`src/rtl/atm_pin_entry.sv`:
```
// atm_pin_entry: keypad PIN collection and verification ahead of the ATM
// controller. Digits are buffered while a card is present. ENTER triggers a
// one-cycle CHECK that either grants (pin_valid) or counts a failed attempt.
// The account locks after MAX_TRIES failures, and only reset releases it.
//
// Optional feature macro: PIN_TIMEOUT_EN. When it is defined, TIMEOUT_CYCLES
// consecutive key-free cycles in COLLECT count as a failed attempt. When it
// is undefined, no idle counter is built.
//
// Handshake: key_valid is a one-cycle strobe with no back-pressure. A key is
// consumed on the rising edge where key_valid=1, and only if the current
// state accepts keys. Otherwise the key is silently dropped.
// state_o exposes the FSM state for debug and checker binding.
module atm_pin_entry #(
    parameter int unsigned               PIN_DIGITS     = 4,
    parameter logic [4*PIN_DIGITS-1:0]   PIN_VALUE      = 16'h1234,
    parameter int unsigned               MAX_TRIES      = 3,
    parameter int unsigned               TIMEOUT_CYCLES = 16
) (
    input  logic       clk,
    input  logic       reset,
    input  logic       card_inserted,
    input  logic       key_valid,
    input  logic [3:0] key_code,
    output logic       pin_valid,
    output logic       pin_error,
    output logic       locked,
    output logic [2:0] digit_count,
    output logic [1:0] attempt_count,
    output logic [2:0] state_o
);

    localparam int unsigned BW       = 4 * PIN_DIGITS;
    localparam logic [2:0]  DIGITS_C = 3'(PIN_DIGITS);
    localparam logic [1:0]  TRIES_C  = 2'(MAX_TRIES);
    localparam logic [3:0]  KEY_CLR  = 4'hA;
    localparam logic [3:0]  KEY_ENT  = 4'hB;

    typedef enum logic [2:0] {
        S_IDLE    = 3'd0,
        S_COLLECT = 3'd1,
        S_CHECK   = 3'd2,
        S_GRANTED = 3'd3,
        S_LOCKED  = 3'd4
    } state_e;

    state_e        state_q, state_d;
    logic [BW-1:0] buf_q, buf_d;
    logic [2:0]    cnt_q, cnt_d;
    logic [1:0]    att_q, att_d;
    logic [1:0]    att_inc;
    logic          err_d;
    logic          fail;
    logic          is_digit;
    logic          timer_expire;

    assign is_digit = (key_code <= 4'd9);
    assign att_inc  = att_q + 2'd1;

`ifdef PIN_TIMEOUT_EN
    localparam int unsigned TW = (TIMEOUT_CYCLES > 1) ? $clog2(TIMEOUT_CYCLES) : 1;
    logic [TW-1:0] timer_q, timer_d;

    // The idle limit is reached when the last allowed key-free cycle also has no key.
    assign timer_expire = (state_q == S_COLLECT) && card_inserted && !key_valid
                          && (timer_q == TW'(TIMEOUT_CYCLES - 1));

    // The idle counter restarts on any key, on entry into COLLECT and after each expiry.
    always_comb begin
        timer_d = timer_q + 1'b1;
        if (state_q != S_COLLECT || state_d != S_COLLECT || key_valid || timer_expire) begin
            timer_d = '0;
        end
    end

    // Idle counter register.
    always_ff @(posedge clk or negedge reset) begin
        if (!reset) timer_q <= '0;
        else        timer_q <= timer_d;
    end
`else
    assign timer_expire = 1'b0;
`endif

    // Next-state logic. A failed attempt from CHECK or from a timeout shares one tail.
    always_comb begin
        state_d = state_q;
        buf_d   = buf_q;
        cnt_d   = cnt_q;
        att_d   = att_q;
        err_d   = 1'b0;
        fail    = 1'b0;
        case (state_q)
            S_IDLE: begin
                if (card_inserted) begin
                    state_d = S_COLLECT;
                    buf_d   = '0;
                    cnt_d   = '0;
                end
            end
            S_COLLECT: begin
                if (!card_inserted) begin
                    state_d = S_IDLE;
                    buf_d   = '0;
                    cnt_d   = '0;
                end else if (key_valid) begin
                    if (is_digit) begin
                        if (cnt_q < DIGITS_C) begin
                            buf_d = (buf_q << 4) | BW'(key_code);
                            cnt_d = cnt_q + 3'd1;
                        end
                    end else if (key_code == KEY_CLR) begin
                        buf_d = '0;
                        cnt_d = '0;
                    end else if (key_code == KEY_ENT) begin
                        state_d = S_CHECK;
                    end
                end else if (timer_expire) begin
                    fail = 1'b1;
                end
            end
            S_CHECK: begin
                if (!card_inserted) begin
                    state_d = S_IDLE;
                    buf_d   = '0;
                    cnt_d   = '0;
                end else if (cnt_q == DIGITS_C && buf_q == PIN_VALUE) begin
                    state_d = S_GRANTED;
                    att_d   = '0;
                end else begin
                    fail = 1'b1;
                end
            end
            S_GRANTED: begin
                if (!card_inserted) begin
                    state_d = S_IDLE;
                    buf_d   = '0;
                    cnt_d   = '0;
                end
            end
            S_LOCKED: begin
                state_d = S_LOCKED;
            end
            default: begin
                state_d = S_IDLE;
            end
        endcase
        if (fail) begin
            err_d   = 1'b1;
            att_d   = att_inc;
            buf_d   = '0;
            cnt_d   = '0;
            state_d = (att_inc == TRIES_C) ? S_LOCKED : S_COLLECT;
        end
    end

    // State and registered outputs. The level outputs are decoded from the next state.
    always_ff @(posedge clk or negedge reset) begin
        if (!reset) begin
            state_q   <= S_IDLE;
            buf_q     <= '0;
            cnt_q     <= '0;
            att_q     <= '0;
            pin_error <= 1'b0;
            pin_valid <= 1'b0;
            locked    <= 1'b0;
        end else begin
            state_q   <= state_d;
            buf_q     <= buf_d;
            cnt_q     <= cnt_d;
            att_q     <= att_d;
            pin_error <= err_d;
            pin_valid <= (state_d == S_GRANTED);
            locked    <= (state_d == S_LOCKED);
        end
    end

    assign digit_count   = cnt_q;
    assign attempt_count = att_q;
    assign state_o       = state_q;

endmodule

```
`config.mk`:
```
export PLATFORM = sky130hd
export DESIGN_NAME = atm_pin_entry
export DESIGN_NICKNAME = d
export VERILOG_FILES = /design/src/rtl/atm_pin_entry.sv
export SDC_FILE = /design/constraint.sdc
export NUM_CORES = 1
export LEC_CHECK = 0
export BUFFER_PORTS_ARGS = -buffer_cell sky130_fd_sc_hd__buf_4
export CAP_MARGIN = 20
export CORE_MARGIN = 2
export CORE_UTILIZATION = 50
export DETAILED_ROUTE_END_ITERATION = 7
export PLACE_DENSITY = 0.8
export SLEW_MARGIN = 20
export SYNTH_ARGS = -nofsm -noshare
export SYNTH_HDL_FRONTEND = slang
export SYNTH_SLANG_ARGS = --single-unit
```
`constraint.sdc`:
```
create_clock -name clk -period 3.7 [get_ports clk]
set_input_delay 0.74 -clock clk [delete_from_list [all_inputs] [get_ports clk]]
set_output_delay 0.74 -clock clk [all_outputs]
set_load 0.02 [all_outputs]
```
# Word level (Yosys, flattened, before mapping)

Cells that the tools add are included.

Add/subtract/negate cells: 2
Magnitude comparators: 2
Equality and inequality tests: 16
Muxes and demuxes: 38
Bitwise operators: 1
Reduce and logical (&&, ||, !) cells: 9

Operators by type and width:

| kind                   | count |
|---|---|
| $mux W16               | 8 |
| $mux W3                | 19 |
| $pmux W16 S3           | 1 |
| $eq A16 B13 Y1 const B | 1 |
| $or A16 B4 Y16         | 1 |
| $pmux W3 S5            | 1 |
| $ne A5 B5 Y1 const B   | 2 |
| $eq A3 B2 Y1 const B   | 3 |
| $eq A3 B3 Y1 const B   | 3 |
| $pmux W3 S3            | 1 |
| $eq A4 B4 Y1 const B   | 2 |
| $mux W2                | 4 |
| $reduce_and A6 Y1      | 1 |
| $reduce_bool A2 Y1     | 3 |
| $le A4 B4 Y1 const B   | 1 |
| $mux W1                | 4 |
| $ne A4 B4 Y1 const B   | 1 |
| $reduce_bool A4 Y1     | 1 |
| $add A3 B1 Y3 const B  | 1 |
| $eq A3 B1 Y1 const B   | 1 |
| $logic_not A3 Y1       | 1 |
| $lt A3 B3 Y1 const B   | 1 |
| $ne A3 B2 Y1 const B   | 1 |
| $ne A3 B3 Y1 const B   | 1 |
| 5 further kinds        | 5 |

Bits in registers: 27
Bits of input ports: 8
Output and inout port bits: 11
Word-level logic and storage cells: 75

# Longest topological paths before layout

Gate-level depths: netlist of run 1.

Word-level depth: 9
Gate-level depth with buffers: 8
Mapped depth without buffers: 7

# Worst setup path before layout of run 1

No wires, ideal clock.

Path kind: input port to flip-flop
Start: in key_code[2]
End: reg buf_q[11]
Setup time: 0.122 ns
Arrival time: 1.908 ns
Setup slack: 1.671 ns
Stages on the path: 6
Buffers on the path: 2
Cells stage by stage: o21ai_1 -> a211oi_1 -> or2_2 -> buf_2 -> buf_2 -> a32o_1

Longest elaborated chain between the ends: 6
Elaborated cells between the ends (all ways): 10
Classes of those cells: 1 x order compare; 3 x eq/ne; 5 x mux; 1 x reduce/logical

RTL lines:

| item                   | line | source |
|---|---|---|
| start: declaration     | 24   | `input logic [3:0] key_code,` |
| $le A4 B4 Y1           | 57   | `assign is_digit = (key_code <= 4'd9);` |
| $mux W16               | 107  | `if (is_digit) begin` |
| $mux W16               | 106  | `end else if (key_valid) begin` |
| $mux W16               | 102  | `if (!card_inserted) begin` |
| $pmux W16 S3           | 93   | `case (state_q)` |
| $mux W16               | 148  | `if (fail) begin` |
| end signal: assignment | 169  | `buf_q <= buf_d;` |
| end: declaration       | 48   | `logic [BW-1:0] buf_q, buf_d;` |

Parallel ways exist; a longest one is shown, timed or not. The select of a mux whose other input is x is not followed.
A chain may end at the register's enable or synchronous reset.

# Worst setup path in the final report of run 1

Start: reg buf_q[0]
End: reg locked

Longest elaborated chain between the ends: 7
Elaborated cells between the ends (all ways): 10
Classes of those cells: 2 x eq/ne; 7 x mux; 1 x reduce/logical

RTL lines:

| item                                   | line | source |
|---|---|---|
| $eq A16 B13 Y1 (*)                     | 127  | `end else if (cnt_q == DIGITS_C && buf_q == PIN_VALUE) begin` |
| $logic_and A1 B1 Y1 (*)                | 127  |  |
| $mux W3 or $mux W1 (tied branches)     | 127  |  |
| $mux W3 or $mux W1 (tied branches)     | 123  | `if (!card_inserted) begin` |
| $pmux W3 S5 or $mux W1 (tied branches) | -    |  |
| $mux W3 (*)                            | 148  |  |
| $eq A3 B3 Y1 (*)                       | 174  | `locked <= (state_d == S_LOCKED);` |
| end signal: assignment                 | 174  |  |
| end: declaration                       | 27   | `output logic locked,` |

Every way passes the cells marked *; elsewhere a longest branch is shown, timed or not.

==> results of run 1 <==
-- final cells by class --
| type | instances | share of cell area [%] |
|---|---|---|
| Clock buffer | 3 | 1.56 |
| Clock inverter | 1 | 0.521 |
| Inverter | 7 | 2.00 |
| Multi-Input combinational cell | 68 | 37.0 |
| Sequential cell | 27 | 46.9 |
| Tap cell | 30 | 2.61 |
| Timing Repair Buffer | 18 | 9.38 |
-- registers in the layout (all words and copies together) (netlist names) --
name,flops
buf_q,16
digit_count,3
state_o,3
attempt_count,2
locked,1
pin_error,1
pin_valid,1
-- final timing paths --
| kind | from | to | cells past startpoint |
|---|---|---|---|
| hold reg to reg | buf_q[2] | buf_q[6] | 1 |
| max in group asynchronous | reset | attempt_count[0] | 1 |
| setup / recovery | buf_q[0] | locked | 5 |
| min in group clk | buf_q[2] | buf_q[6] | 1 |
| setup reg to reg | buf_q[0] | locked | 5 |
| hold / removal | reset | buf_q[6] | 1 |
-- stage by stage --
stage	setup WS [ns]	std cells	area, um2	hold slack, ns
floorplan	1.67	107	1270	0.444
global placement	1.54	150	1410	0.498
detailed placement	1.50	150	1410	0.507
CTS	1.69	154	1440	0.282
global route	1.59	154	1440	0.284
finish	1.68	154	1440	0.283
-- per-layer routing --
layer / part of all wire, % / wire length [um] / GRT usage, %
met5: 0 / 0 / 0
met4: 1.4 / 36 / 8.75
met3: 4.2 / 106 / 2.46
met2: 47 / 1190 / 27.7
met1: 47 / 1170 / 27.2
-- worst max-delay path: stages, from the launching register on --
cell and delay [ns]:
dfrtp_1 0.43, or4b_1 0.54, nor3_2 0.13, a31o_2 0.46, inv_4 0.11, a22o_1 0.25
-- kinds of logic after synthesis --
kind of cell	count (synthesis)	synth area share [%]
AND/OR/NAND/NOR	34	17.8
AO/OA/AOI/OAI	31	21.3
flip-flops	27	53.3
buffers and inverters	12	4.73
adder cells (fa/ha/maj)	3	2.96
-- power by group through the flow --
stage	clock (uW)	combinational (uW)	sequential (uW)
after floorplan	0	29.4	321
after global placement	0	62.6	315
after detailed placement	0	64.5	316
after CTS	137	64.7	310
after global routing	150	71.8	311
final	131	64.1	310
-- cell usage after synthesis (2+ instances only) --
cell,n,area share [%]
dfrtp_1,27,53
a32o_1,14,11
nand2_1,7,2.1
inv_1,6,1.8
a31o_2,5,3.5
nor2_1,5,1.5
o21ai_0,5,2.0
buf_2,4,1.6
ha_1,3,3.0
nand2b_1,3,1.5
nor4b_1,3,2.1
a22o_1,2,1.4
and3_1,2,0.99
nand4_1,2,0.99
or3_1,2,0.99
==> flow_metrics.env, run 1 <==
export IMPL_run_status="finished, final reports clean"
export IMPL_initial_utilization_pct=52.2
export IMPL_vias=930
export IMPL_wl_per_cell_um=16.3
export IMPL_slew_viol_final=0
export IMPL_p_leak_uw=0.000666
export IMPL_worstSetupEndpointType="register"
export IMPL_antenna_found_initial=0
export IMPL_rows=18
export IMPL_finalPower_uw=505
export IMPL_pwr_share_clk_pct=25.9
export IMPL_mostFrequentLayoutCells="dfrtp_1 (27), buf_4 (18), a32o_1 (14)"
export IMPL_overflow=0
export IMPL_hold_class="in -> async"
export IMPL_finalSetupTns_ns=0
export IMPL_p_per_area_mw_per_mm2=351
export IMPL_cp_required_ns=3.93
export IMPL_cts_root_buf="clkbuf_4"
export IMPL_core_area_mm2=0.00243
export IMPL_areaGrowthSynthToFinish_pct=13.5
export IMPL_clock_skew_ns=0.0148
export IMPL_cts_path_max_buffers=2
export IMPL_r2r_slack_ns=1.68
export IMPL_synth_cells=107
export IMPL_finalCritPeriodShare_pct=54.7
export IMPL_numPortBuffers=18
export IMPL_drtPass1Iterations=4
export IMPL_hold_violations=0
export IMPL_globalplace_congestion=0.786
export IMPL_ctsHoldBuffers=0
export IMPL_rsz0062_at_grt="false"
export IMPL_dieArea_mm2=0.00296
export IMPL_drt_initial_drc_count=29
export IMPL_cap_violations=0
export IMPL_p_sw_share_pct=26.9
export IMPL_fp_dieH_um=54.4
export IMPL_cts_made_buffers=3
export IMPL_hpwl_mm=1.77
export IMPL_pwr_share_comb_pct=12.7
export IMPL_worstSetupPathType="reg -> reg"
export IMPL_postRouteAntennaNets=0
export IMPL_p_switching_uw=136
export IMPL_grt_max_degree=28
export IMPL_drive_above_1_share_pct=26.6
export IMPL_synthDistinctLibCells=32
export IMPL_setup_viol=0
export IMPL_nets=136
export IMPL_fillerInstances=205
export IMPL_vdd_drop_max_mv=0.268
export IMPL_io_pins=19
export IMPL_syn_area_mm2=0.00127
export IMPL_ys_seq_area_share_pct=53.3
export IMPL_grt_pass1_vias=827
export IMPL_max_freq_ghz=0.494
export IMPL_async_flop_share_pct=100
export IMPL_synth_area_per_cell_um2=11.9
export IMPL_fin_util_pct=59.2
export IMPL_path_clk_slew_ns=0.15
export IMPL_grt_first_pass_wirelength_mm=3.91
export IMPL_fp_dieW_um=54.4
export IMPL_grt_total_usage_pct=18.7
export IMPL_cts_htree_levels=1
export IMPL_ys_warnings_count=0
export IMPL_crit_fanout=20
export IMPL_cts_resized=0
export IMPL_ys_flop_type="dfrtp_1"
export IMPL_relSlewSlack_pct=49.1
export IMPL_cts_setup_buffers=0
export IMPL_tightestPinTransition_ns=0.760
export IMPL_arrival_ns=2.25
export IMPL_via_per_inst=6.04
export IMPL_routed_wl_mm=2.51
export IMPL_final_common_cell="dfrtp_1"
export IMPL_ys_ff_latch=27
export IMPL_start_kind="register"
export IMPL_synth_edf_count=0
export IMPL_p_int_uw=369
export IMPL_fin_crit_ns=2.02
export IMPL_cts_tree="done"
export IMPL_syn_num_nets=118
export IMPL_drc=0
export IMPL_diodes=0
export IMPL_seqCellArea_um2=676
export IMPL_multi_input_area_um2=533
export IMPL_clock_sinks=27
export IMPL_worstSkewPairLatency_ns=0.33
export IMPL_pwr_share_seq_pct=61.4
Power figures use the tool's default switching activity.
==> run 2, diff against run 1 <==
--- a/config.mk
+++ b/config.mk
@@ -5,6 +5,7 @@
 export SDC_FILE = /design/constraint.sdc
 export NUM_CORES = 1
 export LEC_CHECK = 0
+export ABC_AREA = 1
 export BUFFER_PORTS_ARGS = -buffer_cell sky130_fd_sc_hd__buf_4
 export CAP_MARGIN = 20
 export CORE_MARGIN = 2
==> constraint.sdc (replaced) <==
create_clock -name clk -period 2 [get_ports clk]
set_input_delay 0.4 -clock clk [delete_from_list [all_inputs] [get_ports clk]]
set_output_delay 0.4 -clock clk [all_outputs]
set_load 0.02 [all_outputs]
==> flow_metrics.env, run 2 <==
export IMPL_worstSetupPathType="reg -> reg"
export IMPL_synth_top_cell_area_share_pct=48.0
export IMPL_path_clk_slew_ns=0.14
export IMPL_grt_pass1_vias=1155
export IMPL_async_flop_share_pct=100
export IMPL_hold_class="in -> reg"
export IMPL_vdd_drop_max_mv=0.387
export IMPL_syn_area_mm2=0.00141
export IMPL_grt_max_degree=28
export IMPL_fin_util_pct=58.8
export IMPL_mostFrequentLayoutCells="nand2_1 (66), nor2_1 (27), dfrtp_1 (27)"
export IMPL_rows=19
export IMPL_synth_cells=188
export IMPL_hpwl_mm=1.97
export IMPL_cp_required_ns=2.28
export IMPL_worstSkewPairLatency_ns=0.33
export IMPL_run_status="finished, final reports clean"
export IMPL_cts_tree="done"
export IMPL_initial_utilization_pct=51.9
export IMPL_cts_resized=0
export IMPL_max_freq_ghz=0.612
export IMPL_ys_ff_latch=27
export IMPL_hold_violations=0
export IMPL_overflow=0
export IMPL_wl_per_cell_um=12.0
export IMPL_path_cells="inv_1 > ha_1 > nand2_1 > nor3_1 > nand3_1 > nand2_1 > nand3_2 > nand2_2 > nand2_1 > nand2_1"
export IMPL_ys_seq_area_share_pct=48.0
export IMPL_fillerInstances=279
export IMPL_cts_htree_levels=1
export IMPL_globalplace_congestion=0.750
export IMPL_ctsHoldBuffers=1
export IMPL_cts_root_buf="clkbuf_4"
export IMPL_p_leak_uw=0.000832
export IMPL_finalSetupTns_ns=0
export IMPL_p_per_area_mw_per_mm2=519
export IMPL_cts_path_max_buffers=2
export IMPL_r2r_start="digit_count[1]"
export IMPL_post_synth_top_area_cell="dfrtp_1"
export IMPL_synth_area_per_cell_um2=7.48
export IMPL_fp_dieW_um=57.0
export IMPL_cap_violations=0
export IMPL_dieArea_mm2=0.00325
export IMPL_tightestPinTransition_ns=0.349
export IMPL_reg2regPathDepth=10
export IMPL_finalCritPeriodShare_pct=81.8
export IMPL_crit_path_max_incr_delay_ns=0.44
export IMPL_core_area_mm2=0.00271
export IMPL_synthDistinctLibCells=21
export IMPL_path_common_cell="nand2_1"
export IMPL_finalPower_uw=826
export IMPL_nets=220
export IMPL_areaGrowthSynthToFinish_pct=13.3
export IMPL_drtPass1Iterations=4
export IMPL_synth_edf_count=0
export IMPL_via_per_inst=5.13
export IMPL_drc=0
export IMPL_synth_most_common_cell="nand2_1"
export IMPL_ys_top_cells_by_count="nand2_1 (66), dfrtp_1 (27), nor2_1 (27)"
export IMPL_diodes=0
export IMPL_clock_sinks=27
export IMPL_r2r_slack_ns=0.36
export IMPL_io_pins=19
export IMPL_hp_start="card_inserted"
export IMPL_start_kind="register"
export IMPL_slew_viol_final=0
export IMPL_vias=1227
export IMPL_ys_flop_type="dfrtp_1"
export IMPL_fp_dieH_um=57.0
export IMPL_top_register="buf_q"
export IMPL_numPortBuffers=18
export IMPL_hold_path_endpoint="state_o[0]"
export IMPL_grt_total_usage_pct=20.3
export IMPL_largest_reg_flops=16
export IMPL_cts_made_buffers=3
export IMPL_hold_path_depth=3
export IMPL_arrival_ns=1.92
export IMPL_clock_skew_ns=0.00448
export IMPL_antenna_found_initial=0
export IMPL_final_common_cell="nand2_1"
export IMPL_fin_crit_ns=1.64
export IMPL_drt_initial_drc_count=26
export IMPL_grt_first_pass_wirelength_mm=5.13
export IMPL_reg2reg_to="buf_q[13]"
export IMPL_synthTopCellsByArea="dfrtp_1 (48%), nand2_1 (18%), nand3_1 (8.5%)"
export IMPL_drive_above_1_share_pct=13.9
export IMPL_rsz0062_at_grt="false"
export IMPL_cts_setup_buffers=0
export IMPL_postRouteAntennaNets=0
export IMPL_slowest_stage="dfrtp_1"
export IMPL_place_area_mm2=0.00156
export IMPL_syn_num_nets=199
export IMPL_crit_fanout=19
export IMPL_routed_wl_mm=2.86
export IMPL_fin_area_mm2=0.00159
export IMPL_setup_viol=0
export IMPL_ys_warnings_count=0
export IMPL_worstSetupEndpointType="register"
export IMPL_relSlewSlack_pct=76.6
==> run 2: power by group <==
group,internal (uW),total [uW],switching [uW]
clock,78.3,240,161
sequential,546,546,0
combinational,15.3,41.0,25.6
total,640,826,187
==> run 2: how the worst max path moves through the flow <==
stage | from | end | depth (start not counted)
finish | digit_count[1] | buf_q[13] | 10
floorplan | digit_count[0] | digit_count[0] | 11
CTS | digit_count[0] | buf_q[15] | 10
global route | digit_count[0] | buf_q[9] | 10
detailed placement | digit_count[0] | buf_q[15] | 10
global placement | digit_count[0] | buf_q[0] | 10
==> run 2: kinds of logic (layout without fill, tap and decap cells) <==
logic type | count (synthesis) | in the layout | synth area share (%)
adders and majority gates | 3 | 3 | 2.67
AOI/OAI and AO/OA | 8 | 8 | 3.56
DFF | 27 | 27 | 48.0
xor gates and xnor gates | 1 | 1 | 0.623
and+or+nand+nor | 124 | 124 | 36.5
buffers and inverters | 25 | 45 | 8.63
==> run 2: critical path, delay by kind of cell, from the launching register on <==
| kind | cells | cell delay, ns |
|---|---|---|
| AND/OR/NAND/NOR | 8 | 0.92 |
| flip-flops | 1 | 0.44 |
| adder cells (fa/ha/maj) | 1 | 0.14 |
| buffers and inverters | 1 | 0.08 |
==> run 2: per-stage QoR <==
step	instances	setup WS, ns	hold slack (ns)
2_1_floorplan	188	0.395	0.104
3_3_place_gp	234	0.428	0.332
3_5_place_dp	234	0.378	0.335
4_1_cts	239	0.338	0.343
5_1_grt	239	0.145	0.349
6_report	239	0.365	0.351
==> run 2: final cells by class <==
type / instances / area [um2] / area share (%)
multi-input cells: 136 / 609 / 38.3
inverters: 18 / 67.6 / 4.24
flip-flops and latches: 27 / 676 / 42.4
well taps: 31 / 38.8 / 2.44
clock buffers: 4 / 26.3 / 1.65
repair buffers: 23 / 175 / 11.0
==> run 2: layer usage <==
metal  GRT usage (%)  share of wire (%)  vias to the layer above
li1                -                  -                      627
met3            2.27                3.2                        7
met1            28.4                 47                      569
met5               0                  0                        -
met4            7.97                2.1                        0
met2            32.5                 47                       24
